`config.mk`:
```
export PLATFORM = sky130hd
export DESIGN_NAME = axis_pkt_rx
export DESIGN_NICKNAME = d
export VERILOG_FILES = /design/src/rtl/axis_pkg.sv /design/src/rtl/axis_fifo_mem.sv /design/src/rtl/axis_pkt_rx.sv
export SDC_FILE = /design/constraint.sdc
export NUM_CORES = 1
export LEC_CHECK = 0
export BUFFER_PORTS_ARGS = -buffer_cell sky130_fd_sc_hd__buf_2
export CAP_MARGIN = 20
export CORE_MARGIN = 5
export CORE_UTILIZATION = 56
export CTS_CLUSTER_SIZE = 10
export DETAILED_ROUTE_END_ITERATION = 8
export PLACE_DENSITY = 0.79
export SLEW_MARGIN = 20
export SYNTH_ARGS = -nofsm -noshare
export SYNTH_HDL_FRONTEND = slang
export SYNTH_SLANG_ARGS = --single-unit
export TNS_END_PERCENT = 5
```
`constraint.sdc`:
```
create_clock -name aclk -period 3.9 [get_ports aclk]
set_input_delay 0.195 -clock aclk [delete_from_list [all_inputs] [get_ports aclk]]
set_output_delay 0.195 -clock aclk [all_outputs]
set_load 0.02 [all_outputs]
```
`src/rtl/axis_pkg.sv`:
```
// Shared types for the AXI-Stream packet receiver.
package axis_pkg;

   localparam int unsigned AXIS_DATA_W = 32;

   typedef struct packed {
      logic                   last;
      logic [AXIS_DATA_W-1:0] data;
   } axis_beat_t;

   typedef enum logic {
      RX_IDLE   = 1'b0,
      RX_IN_PKT = 1'b1
   } axis_rx_state_e;

   // True when v is a power of two no smaller than 2.
   function automatic logic is_pow2_ge2(input int unsigned v);
      return (v >= 2) && ((v & (v - 1)) == 0);
   endfunction

endpackage

```
`src/rtl/axis_fifo_mem.sv`:
```
// Beat storage for axis_pkt_rx: register array, synchronous write, asynchronous read.
module axis_fifo_mem #(
   parameter int unsigned DATA_W = 32,
   parameter int unsigned DEPTH  = 16
) (
   input  logic                       clk,
   input  logic                       wr_en,
   input  logic [$clog2(DEPTH)-1:0]   wr_addr,
   input  logic [DATA_W:0]            wr_data,
   input  logic [$clog2(DEPTH)-1:0]   rd_addr,
   output logic [DATA_W:0]            rd_data_c
);

   logic [DATA_W:0] mem_q [DEPTH];

   // Store one {last, data} entry per accepted beat.
   always_ff @(posedge clk) begin
      if (wr_en) begin
         mem_q[wr_addr] <= wr_data;
      end
   end

   assign rd_data_c = mem_q[rd_addr];

endmodule

```
`src/rtl/axis_pkt_rx.sv`:
```
// AXI-Stream packet receiver: FIFO with tlast, FWFT read port, occupancy/packet counters.
// Optional store-and-forward release gate: define AXIS_PKT_RX_STORE_FWD_EN.
module axis_pkt_rx
   import axis_pkg::*;
#(
   parameter int unsigned DATA_W = AXIS_DATA_W,
   parameter int unsigned DEPTH  = 16
) (
   input  logic                     aclk,
   input  logic                     areset_n,
   input  logic                     tvalid,
   output logic                     tready,
   input  logic [DATA_W-1:0]        tdata,
   input  logic                     tlast,
   input  logic                     rd_en,
   output logic                     rd_valid,
   output logic [DATA_W-1:0]        rd_data,
   output logic                     rd_last,
   output logic [$clog2(DEPTH):0]   level,
   output logic [$clog2(DEPTH):0]   pkt_cnt
);

   localparam int unsigned AW = $clog2(DEPTH);
   localparam int unsigned PW = AW + 1;

   if (!is_pow2_ge2(DEPTH)) begin : g_bad_depth
      $error("axis_pkt_rx: DEPTH must be a power of 2 and at least 2");
   end

   logic [PW-1:0]   wr_ptr_q, wr_ptr_d;
   logic [PW-1:0]   rd_ptr_q, rd_ptr_d;
   logic [PW-1:0]   level_q, level_d;
   logic [PW-1:0]   pkt_cnt_q, pkt_cnt_d;
   logic            tready_q, tready_d;
   logic            rd_valid_q, rd_valid_d;
   logic [DATA_W:0] head_q, head_d;
   axis_rx_state_e  state_q, state_d;

   logic            push;
   logic            pop;
   logic            empty_d;
   logic            full_d;
   logic [DATA_W:0] mem_rd_c;

   assign push = tvalid & tready_q;
   assign pop  = rd_en & rd_valid_q;

   axis_fifo_mem #(
      .DATA_W (DATA_W),
      .DEPTH  (DEPTH)
   ) u_mem (
      .clk       (aclk),
      .wr_en     (push),
      .wr_addr   (wr_ptr_q[AW-1:0]),
      .wr_data   ({tlast, tdata}),
      .rd_addr   (rd_ptr_d[AW-1:0]),
      .rd_data_c (mem_rd_c)
   );

   // Next-state: pointers, counters, rx FSM, and the registered read-side view.
   always_comb begin
      wr_ptr_d   = wr_ptr_q;
      rd_ptr_d   = rd_ptr_q;
      level_d    = level_q;
      pkt_cnt_d  = pkt_cnt_q;
      state_d    = state_q;
      head_d     = head_q;
      empty_d    = 1'b1;
      full_d     = 1'b0;
      tready_d   = 1'b1;
      rd_valid_d = 1'b0;

      wr_ptr_d = wr_ptr_q + PW'(push);
      rd_ptr_d = rd_ptr_q + PW'(pop);
      level_d  = level_q + PW'(push) - PW'(pop);

      case ({push & tlast, pop & head_q[DATA_W]})
         2'b10:   pkt_cnt_d = pkt_cnt_q + PW'(1);
         2'b01:   pkt_cnt_d = pkt_cnt_q - PW'(1);
         default: pkt_cnt_d = pkt_cnt_q;
      endcase

      case (state_q)
         RX_IDLE:   if (push && !tlast) state_d = RX_IN_PKT;
         RX_IN_PKT: if (push && tlast)  state_d = RX_IDLE;
         default:   state_d = RX_IDLE;
      endcase

      empty_d  = (wr_ptr_d == rd_ptr_d);
      full_d   = (wr_ptr_d[AW-1:0] == rd_ptr_d[AW-1:0]) && (wr_ptr_d[AW] != rd_ptr_d[AW]);
      tready_d = !full_d;

`ifdef AXIS_PKT_RX_STORE_FWD_EN
      rd_valid_d = !empty_d && ((pkt_cnt_d != '0) || (full_d && (state_d == RX_IN_PKT)));
`else
      rd_valid_d = !empty_d;
`endif

      // The incoming beat becomes head when every older entry is gone after this edge.
      if (!empty_d) begin
         if (push && (level_q == PW'(pop))) begin
            head_d = {tlast, tdata};
         end else begin
            head_d = mem_rd_c;
         end
      end
   end

   // State registers with asynchronous clear.
   always_ff @(posedge aclk or negedge areset_n) begin
      if (!areset_n) begin
         wr_ptr_q   <= '0;
         rd_ptr_q   <= '0;
         level_q    <= '0;
         pkt_cnt_q  <= '0;
         state_q    <= RX_IDLE;
         tready_q   <= 1'b0;
         rd_valid_q <= 1'b0;
         head_q     <= '0;
      end else begin
         wr_ptr_q   <= wr_ptr_d;
         rd_ptr_q   <= rd_ptr_d;
         level_q    <= level_d;
         pkt_cnt_q  <= pkt_cnt_d;
         state_q    <= state_d;
         tready_q   <= tready_d;
         rd_valid_q <= rd_valid_d;
         head_q     <= head_d;
      end
   end

   assign tready   = tready_q;
   assign rd_valid = rd_valid_q;
   assign rd_data  = head_q[DATA_W-1:0];
   assign rd_last  = head_q[DATA_W];
   assign level    = level_q;
   assign pkt_cnt  = pkt_cnt_q;

endmodule

```
### Word level (Yosys, flattened, before mapping)

Memories as Yosys holds them, arrays and structs flattened.
Index checks and enable logic that the tools add are counted.

| storage, ports and cells | value |
|---|---|
| register bits | 55 |
| RAM bits | 528 |
| bits of input ports | 37 |
| output and inout port bits | 45 |
| word-level logic and storage cells | 33 |
| memories kept | 1 |

Memories:

| memory | words | bits a word | rd ports | clocked after memory_dff | wr ports | RTL line | RTL |
|---|---|---|---|---|---|---|---|
| u_mem.mem_q | 16 | 33 | 1 | 0 | 1 | axis_fifo_mem.sv:14 | `logic [DATA_W:0] mem_q [DEPTH];` |

| cells by class | value |
|---|---|
| add/subtract/negate cells | 6 |
| equal/unequal tests | 6 |
| mux-type cells | 4 |
| bitwise logic cells | 4 |
| reductions and logical operators | 5 |

Operator list:

| cell | number |
|---|---|
| two-way mux 33 bit | 1 |
| adder 5 x 1 -> 5 bit | 3 |
| case mux 5 bit (2 select lines) | 1 |
| adder 5 x 1 -> 5 bit (second input constant) | 1 |
| equality test 5 x 1 -> 1 bit | 1 |
| equality test 5 bit | 1 |
| subtractor 5 x 1 -> 5 bit | 1 |
| subtractor 5 x 1 -> 5 bit (second input constant) | 1 |
| bitwise AND 1 bit | 4 |
| equality test 4 bit | 1 |
| equality test 2 x 1 -> 1 bit (second input constant) | 1 |
| equality test 2 bit (second input constant) | 1 |
| logical AND 1 bit | 2 |
| zero test 1 bit | 2 |
| two-way mux 1 bit | 2 |
| nonzero test 2 bit | 1 |
| inequality test 1 bit | 1 |

### Longest topological paths before layout

| depth | value |
|---|---|
| depth in word-level cells | 5 |
| gate-level depth with buffers | 13 |
| depth with buffers taken out | 11 |

### Hierarchy

A second synthesis with hierarchy kept.

| unflattened totals | value |
|---|---|
| cells, all modules | 1047 |
| area total of the unflattened synthesis | 22811.9 µm² |

Modules (own cells, without submodules):

| module | times used | cells each | area each (µm²) | sequential area each (µm²) |
|---|---|---|---|---|
| axis_fifo_mem | 1 | 831 | 19970.4 | 15855.2 |
| axis_pkt_rx | 1 | 216 | 2841.5 | 1376.3 |

### Worst setup path before layout

No wires, ideal clock.

| timing | value |
|---|---|
| path kind | reg-to-reg |
| start | register tready_q, in the netlist tready |
| end | memory u_mem.mem_q[0][0] in the netlist's numbering (enable) |
| library setup time | 0.464 ns |
| data arrival time | 3.460 ns |
| required time | 3.436 ns |
| setup slack | -0.025 ns |
| stages on the path, launching flop included | 5 |
| buffers on the path | 1 |
| clock period less this slack | 3.925 ns |
| path through | dfrtp_1 > clkbuf_1 > nand2_1 > or3_1 > nor3_1 |

| on the way | value |
|---|---|
| word-level cells in the longest chain between the ends | 3 |

Ends and longest elaborated chain:

| element | RTL line | RTL |
|---|---|---|
| from (decl) | axis_pkt_rx.sv:34 | `logic tready_q, tready_d;` |
| from (signal assigned) | axis_pkt_rx.sv:126 | `tready_q <= tready_d;` |
| bitwise AND 1 bit | axis_pkt_rx.sv:45 | `assign push = tvalid & tready_q;` |
| two-way mux 1 bit | axis_fifo_mem.sv:18 | `if (wr_en) begin` |
| two-way mux 1 bit (implied by the code) | axis_fifo_mem.sv:19 | `mem_q[wr_addr] <= wr_data;` |
| to (decl) | axis_fifo_mem.sv:14 |  |

No other way between the ends.

### Final worst setup path

| timing | value |
|---|---|
| start | register rd_valid_q, in the netlist rd_valid |
| end | register head_q[21] |

| on the way | value |
|---|---|
| word-level cells in the longest chain between the ends | 4 |
| elaborated cells on any way between the ends | 7 |
| those cells by class | add/sub (1); eq/ne (2); mux (1); bitwise (1); reduce/logical (1); memory (1) |

Ends and longest elaborated chain:

| element | RTL line | RTL |
|---|---|---|
| from (decl) | axis_pkt_rx.sv:35 | `logic rd_valid_q, rd_valid_d;` |
| from (signal assigned) | axis_pkt_rx.sv:127 | `rd_valid_q <= rd_valid_d;` |
| bitwise AND 1 bit (*) | axis_pkt_rx.sv:46 | `assign pop = rd_en & rd_valid_q;` |
| adder 5 x 1 -> 5 bit or equality test 5 x 1 -> 1 bit (tied branches) | axis_pkt_rx.sv:74, axis_pkt_rx.sv:101 |  |
| memory (16 x 33 bit) or logical AND 1 bit (tied branches) | -- |  |
| two-way mux 33 bit | axis_pkt_rx.sv:101 | `if (push && (level_q == PW'(pop))) begin` |
| to (signal assigned) | axis_pkt_rx.sv:119 | `head_q <= '0;` |
| to (signal assigned) | axis_pkt_rx.sv:128 | `head_q <= head_d;` |
| to (decl) | axis_pkt_rx.sv:36 | `logic [DATA_W:0] head_q, head_d;` |

Every way passes the cells marked *; elsewhere a longest branch is shown, timed or not.
A chain may end at the register's enable or synchronous reset.

==> results.toml <==
[status]
status = "complete, no violations"

[logic_synthesis]
synth_edf_count = 528
postSynthAreaPerCell_um2 = 15.3
ys.flop_type = "edfxtp_1"
synth_cells = 1672
synthesis.area_um2 = 25500
ys_seq_elements = 583
ys_async_sr_fraction_pct = 9.43
yosysWarningCount = 0
yosys-top-cells-area = "edfxtp_1 (62%), mux2i_1 (6.5%), dfrtp_1 (5.4%)"
ys_seq_area_share_pct = 67.6
synth_area_leader_cell = "edfxtp_1"
ys_types = 55
synth_top_area_share_pct = 62.2
syn_nets = 1721

[routing]
drt-initial-drc-count = 1965
routed_wirelength_um = 67300
wl_met3_um = 6950
drc = 0
vias_per_cell = 6.76
vias = 16200
top_layer = "met5"
routedWlPerCell_um = 28.1
dr.pass1.iters = 5
ant_nets = 0
drt-met1-wl_um = 25000
dr_wl_met2_um = 32700

[layout]
fin_nets = 1799
drive_gt1_share_pct = 20.9
n_fill_cell = 3078
layout_common_cells = "edfxtp_1 (528), mux2i_1 (165), buf_2 (81)"
antenna_cells = 0
final_common_cell = "edfxtp_1"
area_delta_synth_final_pct = 13.4
fin_area_um2 = 28900
layout.cells.non_filler = 2396

[global_route]
grtUsageTotal_pct = 26.5
antenna_found_initial = 2
grt_pass1_vias = 16700
grt_overflow = 0
grt_max_degree = 71
grt_pass1_wl_um = 101000

[sta]
setup_violations = 0
hold-worst-slack_ns = 0.0202
maxSlewHeadroom_pct = 24.3
fmax_mhz = 267
final.min_clock_period_ns = 3.75
finalHoldViolations = 0
rsz0062_at_grt = "false"
setup-tns-final_ns = 0
slew_violations = 0
setup_ws_ns = 0.148
clock_skew_ns = 0.0184
fin_crit_sh_pct = 96.2
worst_pin_slew_ns = 1.13

[worst_setup_path]
crit_fanout = 26
crit_path_frequent_cell = "buf_4"
rrSetupSlack_ns = 0.15
r2r_start = "rd_valid"
slowest_delay_ns = 0.68
worstPathArrival_ns = 4.23
worst_ep_required_time_ns = 4.38
crit_chain = "nand3_2 -> inv_1 -> ha_4 -> xnor2_4 -> inv_2 -> buf_4 -> nor3_4 -> buf_4 -> nand2_1 -> a41o_1 -> o21ai_1"
r2r-end = "head_q[21]"
crit_path_start_kind = "register"
crit_slowest_cell = "xnor2_4"
path_class = "reg2reg"
rr_worst_depth = 11
critPathCaptureType = "register"

[worst_hold_path]
hold_path.class = "in2reg"
hold_start = "tdata[28]"
holdPathEnd = "u_mem.mem_q[14][28]"
min_path_cells = 1

[pwr]
switching_share_pct = 38.0
p_seq_share_pct = 32.9
intPower_w = 0.0155
vdd_drop_max_mv = 0.623
power_switching_w = 0.00952
p_leak_nw = 9.91
powerDensity_nw_per_um2 = 867
p_comb_share_pct = 44.3
clkPwrFrac_pct = 22.7

[clock_network]
numCtsBuffers = 68
htree_levels = 3
clock_path_buffers = 3
cts_tree = "built"
postCtsSetupRepairBufs = 0
clock_latency_ns = 0.57
clk_pin_slew_worst_paths_ns = 0.06
cts_sinks = 583
root_buffer = "clkbuf_16"

[job]
drv_cap = 0

[die]
dieHeight_um = 223
die-area_um2 = 49900
die_w_um = 223
std_cell_rows = 78
pin_count = 82
coreArea_um2 = 45200
start_util_pct = 56.4

[place]
io_buffers = 81
place_inst = 2268
placed_area_um2 = 26900
place_congestion = 0.823
place_ws_ns = 0.194
dp_hpwl_um = 36300
[cells in the mapped netlist (all sizes together) (4+ instances only)]
library cell / count
mux2i: 165
a2111oi: 64
nand2b: 4
xnor2: 8
nor2b: 32
o211ai: 34
edfxtp: 528
o31ai: 4
nand3: 40
mux2: 69
nand4: 35
inv: 9
a21oi: 4
o21ai: 71
dfrtp: 55
mux4: 33
clkbuf: 84
xor2: 12
nand2: 77
nor3: 7
a41o: 32
a211oi: 67
nor2: 80
ha: 11
a31oi: 64
buf: 55
[per-layer routing]
| metal | vias up | GRT usage [%] |
|---|---|---|
| li1 | 6862 | - |
| met1 | 8095 | 34.8 |
| met2 | 1045 | 43.6 |
| met3 | 202 | 5.62 |
| met4 | 4 | 10.9 |
| met5 | - | 0 |
[worst max path at each step]
| stage | start | to | slack, ns | cells past startpoint |
|---|---|---|---|---|
| after global routing | rd_valid | head_q[21] | 0.03 | 11 |
| after detailed placement | rd_valid | head_q[21] | 0.19 | 11 |
| after global placement | rd_valid | head_q[8] | 0.44 | 11 |
| after floorplan | tready | u_mem.mem_q[8][0] | 0.16 | 5 |
| after CTS | rd_valid | head_q[21] | 0.23 | 11 |
| final | rd_valid | head_q[21] | 0.15 | 11 |
[power by group through the flow]
stage | Combinational (W) | Sequential (W) | Clock, W
finish | 0.0111 | 0.00825 | 0.00570
CTS | 0.0110 | 0.00824 | 0.00577
global route | 0.0118 | 0.00831 | 0.00603
global placement | 0.0106 | 0.00831 | 0
floorplan | 0.00757 | 0.00847 | 0
detailed placement | 0.0109 | 0.00835 | 0
[cell families after synthesis]
kind of cell,Yosys count,share of synthesized area [%]
DFF,583,67.6
AOI/OAI and AO/OA,352,10.6
and+or+nand+nor,290,5.48
muxes,267,12.4
buffers and inverters,148,2.61
xor gates and xnor gates,20,0.716
adders and majority gates,12,0.618
[flip-flops by register name, indices dropped and copies added, names as in the netlist]
signal	cells
rd_ptr_q	5
tready	1
level	5
head_q	33
wr_ptr_q	5
u_mem.mem_q	528
rd_valid	1
pkt_cnt	5
[stage by stage]
step / util, % / power [W]
2_1_floorplan: - / 0.0160
3_3_place_gp: 59.4 / 0.0189
3_5_place_dp: 59.4 / 0.0193
4_1_cts: 64.0 / 0.0250
5_1_grt: 64.0 / 0.0261
6_report: 64.0 / 0.0251
[timing repair]
action	in CTS	in global routing
resized for setup	0	0
hold endpoints to repair	135	0
setup endpoints to repair	0	0
hold buffers	12	0
[final cells by class]
class | instances | area (µm²) | area share, %
clock inverters | 2 | 12.5 | 0.0433
multi-input cells | 941 | 7810 | 27.0
flip-flops and latches | 583 | 17200 | 59.6
repair buffers | 147 | 1140 | 3.95
well taps | 600 | 751 | 2.60
clock buffers | 114 | 1940 | 6.70
inverters | 9 | 33.8 | 0.117
[critical path: cells and delay by family (launching register included)]
family / cells / cell delay, ns
simple gates: 3 / 0.48
flops: 1 / 0.50
compound gates: 2 / 0.43
buf+inv: 4 / 1.38
xor+xnor: 1 / 0.68
fa+ha+maj: 1 / 0.19
(Power assumes the default switching activity.)
